### src/rtl/pipeline_run_control_if.sv
// -----------------------------------------------------------------------------
// pipeline_run_control_if
//   Bundles the debug-command handshake, the HALT flag from the ID-stage
//   decoder and the enables/status returned by the run sequencer.
//
//   Signals
//     i_cmd_valid   debug command present
//     i_cmd         01 RUN, 10 STEP, 11 ABORT, 00 reserved
//     o_cmd_ready   sequencer can take a command this cycle
//     i_halt        HALT opcode decoded for the instruction in ID
//     o_pipe_enable enable for pipeline registers and register-file writes
//     o_pc_enable   enable for PC update / fetch
//     o_running     sequencer is in RUN, STEP or DRAIN
//     o_halted      sequencer is in HALTED
//     o_done        one-cycle completion pulse
//     o_cycle_count saturating count of enabled cycles
//     o_state       encoded sequencer state
//
//   Modports
//     master : debug/pipeline side (drives command and halt)
//     slave  : the sequencer itself
// -----------------------------------------------------------------------------
interface pipeline_run_control_if #(
  parameter int DATA_WIDTH = 32
);
  logic                  i_cmd_valid;
  logic [1:0]            i_cmd;
  logic                  o_cmd_ready;
  logic                  i_halt;
  logic                  o_pipe_enable;
  logic                  o_pc_enable;
  logic                  o_running;
  logic                  o_halted;
  logic                  o_done;
  logic [DATA_WIDTH-1:0] o_cycle_count;
  logic [2:0]            o_state;

  modport master (
    output i_cmd_valid, i_cmd, i_halt,
    input  o_cmd_ready, o_pipe_enable, o_pc_enable, o_running, o_halted,
           o_done, o_cycle_count, o_state
  );

  modport slave (
    input  i_cmd_valid, i_cmd, i_halt,
    output o_cmd_ready, o_pipe_enable, o_pc_enable, o_running, o_halted,
           o_done, o_cycle_count, o_state
  );
endinterface

### src/rtl/pipeline_run_control.sv
// -----------------------------------------------------------------------------
// pipeline_run_control
//   Execution sequencer for the MIPS pipeline. Gates the global pipeline
//   enable and the PC enable from debug commands (RUN, STEP, ABORT). When the
//   ID-stage decoder flags HALT, fetch is frozen, the in-flight instructions
//   are drained for DRAIN_CYCLES cycles, and completion is reported.
//
//   Parameters
//     DATA_WIDTH   width of the enabled-cycle counter
//     DRAIN_CYCLES cycles run after HALT is seen in ID (EX, MEM, WB); 1..15
//
//   Ports
//     i_clock  system clock, rising edge
//     i_reset  asynchronous, active-low reset
//     bus      pipeline_run_control_if.slave (command, halt, enables, status)
// -----------------------------------------------------------------------------
module pipeline_run_control #(
  parameter int DATA_WIDTH   = 32,
  parameter int DRAIN_CYCLES = 3
) (
  input  logic                   i_clock,
  input  logic                   i_reset,
  pipeline_run_control_if.slave  bus
);

  typedef enum logic [2:0] {
    ST_IDLE   = 3'b000,
    ST_RUN    = 3'b001,
    ST_STEP   = 3'b010,
    ST_DRAIN  = 3'b011,
    ST_HALTED = 3'b100
  } state_t;

  localparam logic [1:0] CMD_RUN   = 2'b01;
  localparam logic [1:0] CMD_STEP  = 2'b10;
  localparam logic [1:0] CMD_ABORT = 2'b11;

  // The drain counter counts down to zero, so the last DRAIN cycle is the one
  // that sees zero; loading DRAIN_CYCLES-1 yields exactly DRAIN_CYCLES cycles.
  localparam logic [3:0] DRAIN_LOAD = 4'(DRAIN_CYCLES - 1);

  state_t                state_q, state_d;
  logic [3:0]            drain_q, drain_d;
  logic                  done_q, done_d;
  logic [DATA_WIDTH-1:0] count_q;
  logic                  clear_count;
  logic                  cmd_ready;
  logic                  cmd_accept;
  logic                  pipe_enable;
  logic                  pc_enable;

  // Ready is a pure state decode so the debug side never waits on i_halt.
  assign cmd_ready  = (state_q != ST_STEP) && (state_q != ST_DRAIN);
  assign cmd_accept = bus.i_cmd_valid && cmd_ready;

  // ---------------------------------------------------------------------------
  // State, drain counter and done pulse registers
  // ---------------------------------------------------------------------------
  // NOTE: sequential state uses non-blocking assignments so every register
  // samples the values from before the edge, independent of statement order.
  always_ff @(posedge i_clock or negedge i_reset) begin
    if (!i_reset) begin
      state_q <= ST_IDLE;
      drain_q <= '0;
      done_q  <= 1'b0;
    end else begin
      state_q <= state_d;
      drain_q <= drain_d;
      done_q  <= done_d;
    end
  end

  // ---------------------------------------------------------------------------
  // Next-state and Moore enables
  // ---------------------------------------------------------------------------
  // NOTE: every signal written here gets a default before the case, otherwise
  // paths that leave it unassigned would infer a latch.
  always_comb begin
    state_d     = state_q;
    drain_d     = drain_q;
    done_d      = 1'b0;
    clear_count = 1'b0;
    pipe_enable = 1'b0;
    pc_enable   = 1'b0;

    case (state_q)
      ST_IDLE: begin
        if (cmd_accept && bus.i_cmd == CMD_RUN) begin
          state_d     = ST_RUN;
          clear_count = 1'b1;
        end else if (cmd_accept && bus.i_cmd == CMD_STEP) begin
          state_d = ST_STEP;
        end
      end

      ST_RUN: begin
        pipe_enable = 1'b1;
        // Stop fetching in the very cycle HALT sits in ID.
        pc_enable   = !bus.i_halt;
        if (cmd_accept && bus.i_cmd == CMD_ABORT) begin
          state_d = ST_IDLE;
        end else if (bus.i_halt) begin
          state_d = ST_DRAIN;
          drain_d = DRAIN_LOAD;
        end
      end

      ST_STEP: begin
        pipe_enable = 1'b1;
        pc_enable   = !bus.i_halt;
        if (bus.i_halt) begin
          state_d = ST_DRAIN;
          drain_d = DRAIN_LOAD;
        end else begin
          state_d = ST_IDLE;
          done_d  = 1'b1;
        end
      end

      ST_DRAIN: begin
        // The PC is frozen on the HALT instruction, so i_halt stays high here
        // and is deliberately not looked at.
        pipe_enable = 1'b1;
        if (drain_q == 4'd0) begin
          state_d = ST_HALTED;
          done_d  = 1'b1;
        end else begin
          drain_d = drain_q - 4'd1;
        end
      end

      ST_HALTED: begin
        if (cmd_accept && bus.i_cmd == CMD_ABORT) begin
          state_d = ST_IDLE;
        end
      end

      default: begin
        state_d = ST_IDLE;
      end
    endcase
  end

  // ---------------------------------------------------------------------------
  // Enabled-cycle counter: saturates at all-ones instead of wrapping
  // ---------------------------------------------------------------------------
  always_ff @(posedge i_clock or negedge i_reset) begin
    if (!i_reset) begin
      count_q <= '0;
    end else if (clear_count) begin
      count_q <= '0;
    end else if (pipe_enable && count_q != {DATA_WIDTH{1'b1}}) begin
      count_q <= count_q + 1'b1;
    end
  end

  // ---------------------------------------------------------------------------
  // Outputs
  // ---------------------------------------------------------------------------
  assign bus.o_cmd_ready   = cmd_ready;
  assign bus.o_pipe_enable = pipe_enable;
  assign bus.o_pc_enable   = pc_enable;
  assign bus.o_running     = (state_q == ST_RUN) || (state_q == ST_STEP) ||
                             (state_q == ST_DRAIN);
  assign bus.o_halted      = (state_q == ST_HALTED);
  assign bus.o_done        = done_q;
  assign bus.o_cycle_count = count_q;
  assign bus.o_state       = state_q;

endmodule

### src/flat_wrapper.sv
// flat-port wrapper written by rule: the top's interface ports become plain ports
module pipeline_run_control_flat 
#(
  parameter int DATA_WIDTH   = 32,
  parameter int DRAIN_CYCLES = 3
)
  (i_clock, i_reset, bus_i_cmd_valid, bus_i_cmd, bus_i_halt, bus_o_cmd_ready, bus_o_pipe_enable, bus_o_pc_enable, bus_o_running, bus_o_halted, bus_o_done, bus_o_cycle_count, bus_o_state);
  pipeline_run_control_if #(.DATA_WIDTH(DATA_WIDTH)) bus_i ();
  input  logic i_clock;
  input  logic i_reset;
  input wire logic [$bits(bus_i.i_cmd_valid)-1:0] bus_i_cmd_valid;
  input wire logic [$bits(bus_i.i_cmd)-1:0] bus_i_cmd;
  input wire logic [$bits(bus_i.i_halt)-1:0] bus_i_halt;
  output wire logic [$bits(bus_i.o_cmd_ready)-1:0] bus_o_cmd_ready;
  output wire logic [$bits(bus_i.o_pipe_enable)-1:0] bus_o_pipe_enable;
  output wire logic [$bits(bus_i.o_pc_enable)-1:0] bus_o_pc_enable;
  output wire logic [$bits(bus_i.o_running)-1:0] bus_o_running;
  output wire logic [$bits(bus_i.o_halted)-1:0] bus_o_halted;
  output wire logic [$bits(bus_i.o_done)-1:0] bus_o_done;
  output wire logic [$bits(bus_i.o_cycle_count)-1:0] bus_o_cycle_count;
  output wire logic [$bits(bus_i.o_state)-1:0] bus_o_state;
  assign bus_i.i_cmd_valid = bus_i_cmd_valid;
  assign bus_i.i_cmd = bus_i_cmd;
  assign bus_i.i_halt = bus_i_halt;
  assign bus_o_cmd_ready = bus_i.o_cmd_ready;
  assign bus_o_pipe_enable = bus_i.o_pipe_enable;
  assign bus_o_pc_enable = bus_i.o_pc_enable;
  assign bus_o_running = bus_i.o_running;
  assign bus_o_halted = bus_i.o_halted;
  assign bus_o_done = bus_i.o_done;
  assign bus_o_cycle_count = bus_i.o_cycle_count;
  assign bus_o_state = bus_i.o_state;
  pipeline_run_control #(.DATA_WIDTH(DATA_WIDTH), .DRAIN_CYCLES(DRAIN_CYCLES)) u_core (.i_clock(i_clock), .i_reset(i_reset), .bus(bus_i));
endmodule
### config.mk
export PLATFORM = sky130hd
export DESIGN_NAME = pipeline_run_control_flat
export DESIGN_NICKNAME = d
export VERILOG_FILES = /design/src/rtl/pipeline_run_control_if.sv /design/src/rtl/pipeline_run_control.sv /design/src/flat_wrapper.sv
export SDC_FILE = /design/constraint.sdc
export NUM_CORES = 1
export LEC_CHECK = 0
export CORE_UTILIZATION = 45
export DETAILED_ROUTE_END_ITERATION = 8
export DONT_BUFFER_PORTS = 1
export SLEW_MARGIN = 10
export SYNTH_ARGS = -nofsm -noshare
export SYNTH_HDL_FRONTEND = slang
export SYNTH_SLANG_ARGS = --single-unit
### constraint.sdc
create_clock -name i_clock -period 5.9 [get_ports i_clock]
set_clock_uncertainty 0.2 [all_clocks]
set_input_delay 0.295 -clock i_clock [delete_from_list [all_inputs] [get_ports i_clock]]
set_output_delay 0.295 -clock i_clock [all_outputs]
set_load 0.05 [all_outputs]
After elaboration in Yosys (flattened, before gate mapping)

Index checks and enable logic that the tools add are counted.

Word-level logic and storage cells: 60
Output and inout port bits: 41
Register bits: 40
Bits in latches: 0
ROM bits: 0
Memories: 0
Input port bits: 6
Memory bits (writable): 0

$add $sub $neg: 2
Shifts and indexed selects: 0
Reductions and logical operators: 17
$mul: 0
Multiplexer cells: 21
Order comparisons: 0
Equal/unequal tests: 16
Divide/modulo/power cells: 0
Bitwise logic cells: 0

Operators with widths:

| cell                  | number |
|---|---|
| $mux 32               | 2 |
| $add 32x1->32 const B | 1 |
| $ne 32x32->1 const B  | 1 |
| $mux 3                | 6 |
| $pmux 3 s5            | 1 |
| $mux 4                | 3 |
| $pmux 4 s3            | 1 |
| $ne 3x2->1 const B    | 3 |
| $eq 3x2->1 const B    | 2 |
| $logic_and 1x1->1     | 6 |
| $mux 1                | 6 |
| $eq 2x2->1 const B    | 2 |
| $logic_not 4->1       | 1 |
| $ne 2x1->1 const B    | 2 |
| $ne 2x2->1 const B    | 2 |
| $reduce_and 4->1      | 1 |
| $sub 4x1->4 const B   | 1 |
| $eq 3x1->1 const B    | 1 |
| $eq 3x3->1 const B    | 1 |
| $logic_not 3->1       | 1 |
| $ne 3x1->1 const B    | 1 |
| $reduce_and 3->1      | 1 |
| $reduce_bool 3->1     | 1 |
| $reduce_or 3->1       | 1 |
| 7 further kinds       | 8 |

Depth between registers and ports, before layout

Gate-level depths: netlist of run 1.

Depth in word-level cells: 7
Gate-level depth with buffers: 9
Gate-level depth less buffers: 7

Worst setup path after synthesis of run 1

OpenSTA, ideal clock, no wires.

Path type: flip-flop to flip-flop
Start point: register u_core.state_q[1] (netlist: u_core.bus.o_state[1])
End point: register u_core.count_q[28] (netlist: u_core.bus.o_cycle_count[28])
Slack: 3145 ps
Arrival: 2432 ps
Path buffers: 2
Data required time: 5578 ps
Clock period less this slack: 2755 ps
Stages on the path, launching flop included: 8
Setup time: 122 ps
Cells stage by stage: dfrtp_1 -> clkbuf_1 -> nor2_1 -> or2_2 -> inv_1 -> clkbuf_1 -> o21ai_0 -> a32o_1

Elaborated cells on any way between the ends: 16
Classes of those cells: 5 x eq/ne; 4 x mux; 7 x reduce/logical

RTL lines:

| element                                  | line                        | source |
|---|---|---|
| start: declaration                       | pipeline_run_control.sv:42  | `state_t state_q, state_d;` |
| start signal: assignment                 | pipeline_run_control.sv:67  | `state_q <= state_d;` |
| $eq 3x2->1 or $eq 3x1->1 (tied branches) | pipeline_run_control.sv:86  | `case (state_q)` |
| $reduce_or 3->1 (no source line) *       | -                           |  |
| $mux 1 *                                 | pipeline_run_control.sv:86  |  |
| net bus_o_pipe_enable                    | flat_wrapper.sv:15          | `output wire logic [$bits(bus_i.o_pipe_enable)-1:0] bus_o_pipe_enable;` |
| $logic_and 1x1->1 *                      | pipeline_run_control.sv:152 | `end else if (pipe_enable && count_q != {DATA_WIDTH{1'b1}}) begin` |
| $reduce_bool 2->1 (no source line) *     | -                           |  |
| end signal: assignment                   | pipeline_run_control.sv:153 | `count_q <= count_q + 1'b1;` |
| end: declaration                         | pipeline_run_control.sv:45  | `logic [DATA_WIDTH-1:0] count_q;` |

The timed path passes the listed nets; every way through them passes the cells marked *.
A chain may end at the register's enable or synchronous reset.

Worst setup path after layout of run 1

Start point: register u_core.count_q[0] (netlist: u_core.bus.o_cycle_count[0])
End point: register u_core.count_q[22] (netlist: u_core.bus.o_cycle_count[22])

Cells in the longest elaborated chain, start to end: 3
Elaborated cells on any way between the ends: 6
Classes of those cells: 1 x add/sub; 1 x eq/ne; 2 x mux; 2 x reduce/logical

Ends and longest elaborated chain:

| element                                       | line |
|---|---|
| $add 32x1->32 or $ne 32x32->1 (tied branches) | pipeline_run_control.sv:153, pipeline_run_control.sv:152 |
| $mux 32 or $logic_and 1x1->1 (tied branches)  | pipeline_run_control.sv:152 |
| $mux 32 or $reduce_bool 2->1 (tied branches)  | - |

Parallel ways exist; a longest one is shown, timed or not. The select of a mux whose other input is x is not followed.

==> flow_summary_export.csv, run 1 <==
group,metric,value,unit
route,antenna_left,0,
final_layout,synthToLayoutAreaGrowth,5.07,%
synthesis,synthCells,270,
critical_path,crit_path_end_kind,"flop",
floorplanning,pin_count,47,
route,drcViolationCount,0,
clocking,ctsRootBufferMaster,"clkbuf_8",
clocking,cts_tree,"done",
synthesis,syn_area,2470,um2
synthesis,yosys_warnings,0,
route,wl_per_cell,17.3,um
power,p_leak,1.10,nW
grt,grt_usage,21.3,%
clocking,ctsResizeCount,0,
critical_path,path_max_fanout,35,
synthesis,synth_top_flop_cell,"dfrtp_1",
timing,slew_viol_final,0,
floorplanning,core-area,5200,um2
critical_path,worstPathArrival,3.80,ns
min_path,hold_class,"input pin to flop",
clocking,clkTransAtPathRegs,0.08,ns
synthesis,ys_seq_area_share,40.6,%
critical_path,crit_slowest_cell,"and4b_1",
floorplanning,die_width,76.0,um
placement,gp_congestion,0.783,
synthesis,netlist-cell-type-count,46,
critical_path,critPathTopFamily,"simple AND/OR/NAND/NOR gates",
placement,io_buffers,0,
synthesis,synth.avg_cell_area,9.14,um2
status,status,"completed",
route,wirelength,5780,um
timing,slew-limit-headroom,15.8,%
critical_path,required,5.88,ns
final_layout,final_nets,271,
timing,finalSetupViolations,0,
power,vdd_drop_max,0.230,mV
power,p_per_area,506,nW/um2
placement,hpwl,3710,um
clocking,numCtsBuffers,5,
floorplanning,design.die.area,5780,um2
clocking,clock_sinks,40,
synthesis,ys_seq_elements,40,
timing,rsz0062_at_grt,"no",
synthesis,syn_nets,278,
critical_path,path_class,"flop to flop",
final_layout,fin_cells,334,
clocking,post_cts_buffers,0,
critical_path,crit_path_start_kind,"flop",
critical_path,slowest_delay,1.16,ns
clocking,clk_path_buf_depth,2,
grt,grt_pass1_wl,10000,um
floorplanning,die_height,76.0,um
timing,max_freq,0.262,GHz
route,dr_total_vias,2083,
route,dr.first_iter.drc_count,151,
route,drtPass1Iterations,4,
clocking,clk_latency,0.29,ns
synthesis,async_flop_share,100,%
final_layout,n_antenna_cell,0,
grt,grt_max_degree,41,
floorplanning,start_util,47.4,%
floorplanning,rows,26,
timing,totalNegativeSetupSlack,0,ns
clocking,hold_buffers,2,
synthesis,synth_edf_count,0,
grt,grt_pass1_vias,2014,
critical_path,ff2ff_setup_slack,2.09,ns
critical_path,worstPathCellList,"ha_1 -> nand2_1 -> nor4_4 -> and4b_1 -> nor2_1 -> a221o_1",
timing,min_period_over_period,64.6,%
final_layout,drive_above_1_share,7.58,%
critical_path,crit_buf_inv,0,
grt,antenna_found_initial,0,
placement,dp.cells,324,
timing,min_period,3.81,ns
route,vias_per_cell,6.24,
timing,worst_pin_slew,1.26,ns
timing,finalHoldViolations,0,
clocking,htree_levels,2,
run,cap_viol_max_count,0,
grt,overflow,0,
==> synth_stat cells, types with 6 or more instances <==
master / count / share of area [%]
dfrtp_1: 40 / 41
nand2_1: 29 / 4.4
nand3_1: 19 / 3.9
a21oi_1: 16 / 3.2
mux2i_1: 12 / 4.9
nor2_1: 11 / 1.7
o31ai_1: 11 / 3.3
clkbuf_1: 10 / 1.5
inv_1: 10 / 1.5
or4_1: 10 / 3.0
nor4_1: 9 / 2.3
o21ai_0: 9 / 1.8
nor3_1: 8 / 1.6
and3_1: 7 / 1.8
and4_1: 7 / 2.5
nand4_1: 7 / 1.8
nand2b_1: 6 / 1.5
==> area by class of cell <==
cell class                 instances  area [um2]
fill                             495        2610
sequential                        40        1000
tap                               70        87.6
multi-input combinational        203        1340
clock buffer                       8        90.1
inverter                          10        37.5
timing repair buffer               3        37.5
==> layout by cell type (no fill, tap or decap), drive strengths merged, types with 5 or more instances in the layout <==
cell type   n
mux2i      12
nor2       11
o31ai      11
nand3      19
and3        8
nand2      29
clkbuf      8
inv        10
dfrtp      40
nor4       11
nor3        8
and4        8
nand2b      6
o21ai       9
o31a        5
a21oi      16
or4        10
nand4       9
==> worst paths after layout <==
path,from,end,cells after the start
setup / recovery,u_core.bus.o_cycle_count[0],u_core.bus.o_cycle_count[22],6
min in group asynchronous,i_reset,u_core.bus.o_cycle_count[26],2
setup reg to reg,u_core.bus.o_cycle_count[0],u_core.bus.o_cycle_count[22],6
hold reg to reg,u_core.drain_q[1],u_core.drain_q[1],1
hold / removal,bus_i_cmd_valid,u_core.bus.o_state[1],2
max in group asynchronous,i_reset,u_core.bus.o_cycle_count[8],2
==> power by group <==
part | leakage (nW) | total, mW | internal, mW | switching (mW)
clock | 0.0455 | 0.189 | 0.0955 | 0.0932
combinational | 0.521 | 0.394 | 0.128 | 0.266
sequential | 0.530 | 0.728 | 0.346 | 0.382
==> metal layers <==
metal / vias up / part of all wire [%] / global-route usage, %
li1: 1006 / - / -
met1: 1031 / 49 / 28.4
met2: 41 / 46 / 33.6
met3: 5 / 4.8 / 6.11
met4: 0 / 1.0 / 6.35
met5: - / 0 / 0
==> state kept, by name, summed over array words and instances, names as in the netlist <==
name	cells
u_core.bus.o_state	3
u_core.bus.o_done	1
u_core.drain_q	4
u_core.bus.o_cycle_count	32
==> through the flow <==
stage	util, %	hold WS, ns	power, mW	instance area (um2)	setup slack [ns]
3_5_place_dp	47.5	-0.199	1.12	2470	2.12
5_1_grt	49.8	0.100	1.39	2590	1.84
2_1_floorplan	-	-0.201	1.03	2470	3.15
6_report	49.8	0.0827	1.31	2590	2.09
3_3_place_gp	47.5	-0.199	1.11	2470	2.20
4_1_cts	49.8	0.0734	1.32	2590	2.11
==> cell families (layout without fill, tap and decap cells) <==
group           count (synthesis)  count (layout)  synth area share, %
simple gates                  128             128                 31.0
compound gates                 55              55                 15.0
flops                          40              40                 40.6
buf+inv                        27              21                 5.17
mux                            15              15                 6.24
xor+xnor                        3               3                 1.07
fa+ha+maj                       2               2                 1.01
Power figures use the tool's default switching activity.
==> run 2: changes to the inputs <==
- clock period: 5.9 -> 3.3 ns (I/O delays scaled with it)
==> flow_summary_export.csv, run 2 (synthesized netlist as in run 1, its figures left out) <==
group,metric,value,unit
floorplanning,pin_count,47,
placement,io_buffers,0,
status,status,"completed",
final_layout,n_antenna_cell,0,
grt,grt_usage,22.5,%
floorplanning,start_util,47.4,%
route,wl_per_cell,15.7,um
clocking,clk_path_buf_depth,2,
final_layout,fin_util,56.1,%
route,dr.first_iter.drc_count,163,
timing,totalNegativeSetupSlack,0,ns
critical_path,crit_slowest_cell,"dfrtp_1",
critical_path,path_max_fanout,10,
timing,slew_viol_final,0,
floorplanning,design.die.area,5780,um2
critical_path,crit_buf_inv,0,
critical_path,slowest_delay,0.71,ns
power,p_per_area,904,nW/um2
route,wirelength,5830,um
clocking,ctsRootBufferMaster,"clkbuf_8",
placement,hpwl,4110,um
route,drcViolationCount,0,
power,internal-power,1.28,mW
placement,gp_congestion,0.788,
critical_path,crit_path_end_kind,"flop",
min_path,hold_class,"input pin to flop",
power,p_switching,1.36,mW
timing,max_freq,0.382,GHz
power,switching_share,51.4,%
final_layout,fill_cells,470,
final_layout,multiInputGateArea,1340,um2
timing,slew-limit-headroom,60.8,%
clocking,post_cts_buffers,0,
final_layout,final_common_cell,"dfrtp_1",
clocking,clk_latency,0.30,ns
power,p_leak,1.31,nW
final_layout,drive_above_1_share,18.9,%
timing,finalSetupViolations,0,
clocking,hold_buffers,5,
final_layout,synthToLayoutAreaGrowth,18.4,%
clocking,cts_tree,"done",
final_layout,largest_reg_flops,32,
run,cap_viol_max_count,0,
floorplanning,rows,26,
final_layout,final_nets,309,
power,vdd_drop_max,0.505,mV
grt,grt_pass1_vias,2110,
grt,grt_pass1_wl,10400,um
clocking,clkTransAtPathRegs,0.09,ns
final_layout,regArea,1000,um2
timing,fin_ws,0.683,ns
floorplanning,die_height,76.0,um
clocking,numCtsBuffers,5,
route,vias_per_cell,5.79,
critical_path,path_class,"flop to flop",
final_layout,fin_cells,372,
route,drtPass1Iterations,4,
critical_path,worstPathCellList,"and4_4 -> and3_4 -> nand4b_2 -> a21oi_1 -> mux2_2",
clocking,clock_sinks,40,
power,combPwrFrac,50.2,%
timing,finalHoldViolations,0,
route,antenna_left,0,
placement,post-place-ws,0.729,ns
grt,grt_max_degree,41,
critical_path,critPathTopFamily,"simple AND/OR/NAND/NOR gates",
power,finalPower,2.64,mW
grt,antenna_found_initial,0,
power,p_seq_share,33.0,%
power,clockPowerShare,16.8,%
grt,overflow,0,
floorplanning,core-area,5200,um2
critical_path,worstPathArrival,2.66,ns
clocking,htree_levels,2,
placement,dp.cells,359,
floorplanning,die_width,76.0,um
route,dr_total_vias,2154,
critical_path,crit_path_start_kind,"flop",
final_layout,final_cell_mix,"dfrtp_1 (40), buf_4 (36), nand2_1 (29)",
timing,rsz0062_at_grt,"no",
clocking,ctsResizeCount,0,
timing,worst_pin_slew,0.588,ns
critical_path,required,3.34,ns
timing,min_period_over_period,79.3,%
timing,min_period,2.62,ns
run 2: cell types whose count changed in the layout (fill, tap and decap cells not counted):
| cell | previous run | this run |
|---|---|---|
| buf_4 | 1 | 36 |
| bufinv_16 | 0 | 1 |
| clkbuf_1 | 2 | 0 |
| clkbuf_8 | 6 | 7 |
| dlygate4sd3_1 | 1 | 4 |
run 2: power by group through the flow:
stage | sequential (mW) | combinational, mW | clock (mW)
global route | 0.899 | 1.45 | 0.474
floorplan | 1.22 | 0.619 | 0
detailed placement | 0.880 | 1.30 | 0
CTS | 0.872 | 1.33 | 0.452
finish | 0.872 | 1.32 | 0.444
global placement | 0.876 | 1.29 | 0
run 2: final cells by class:
type	count	area share [%]
multi-input combinational	203	45.8
sequential	40	34.3
inverter	10	1.28
clock buffer	7	3.30
tap	70	3.00
clock inverter	1	1.03
timing repair buffer	41	11.3
run 2: worst paths after layout:
kind	from	endpoint	slack, ns	cells after the start
worst max-delay path	u_core.bus.o_cycle_count[15]	u_core.bus.o_cycle_count[0]	0.68	5
worst min-delay path	bus_i_cmd[0]	u_core.bus.o_state[2]	0.07	4
worst max register to register	u_core.bus.o_cycle_count[15]	u_core.bus.o_cycle_count[0]	0.68	5
worst min register to register	u_core.drain_q[3]	u_core.drain_q[3]	0.36	2
max in group asynchronous	i_reset	u_core.bus.o_cycle_count[11]	2.58	2
min in group asynchronous	i_reset	u_core.bus.o_cycle_count[17]	0.11	2
run 2: metrics by stage:
| stage | hold slack (ns) | area, um2 |
|---|---|---|
| after floorplan | -0.331 | 2470 |
| after global placement | -0.330 | 2740 |
| after detailed placement | -0.330 | 2740 |
| after CTS | 0.0716 | 2920 |
| after global routing | 0.124 | 2920 |
| final | 0.0734 | 2920 |
run 2: worst register-to-register path: cells and delay by family, from the launching register on:
kind               cells  cell delay [ns]
muxes                  1             0.24
and+or+nand+nor        3             0.88
AOI/OAI and AO/OA      1             0.52
DFF                    1             0.71
run 2: layer usage:
metal	wire length [um]	part of all wire, %	GRT usage, %
met4	76	1.3	8.08
met1	2700	46	28.9
met5	0	0	0
met2	2710	47	36.5
met3	340	5.8	6.23
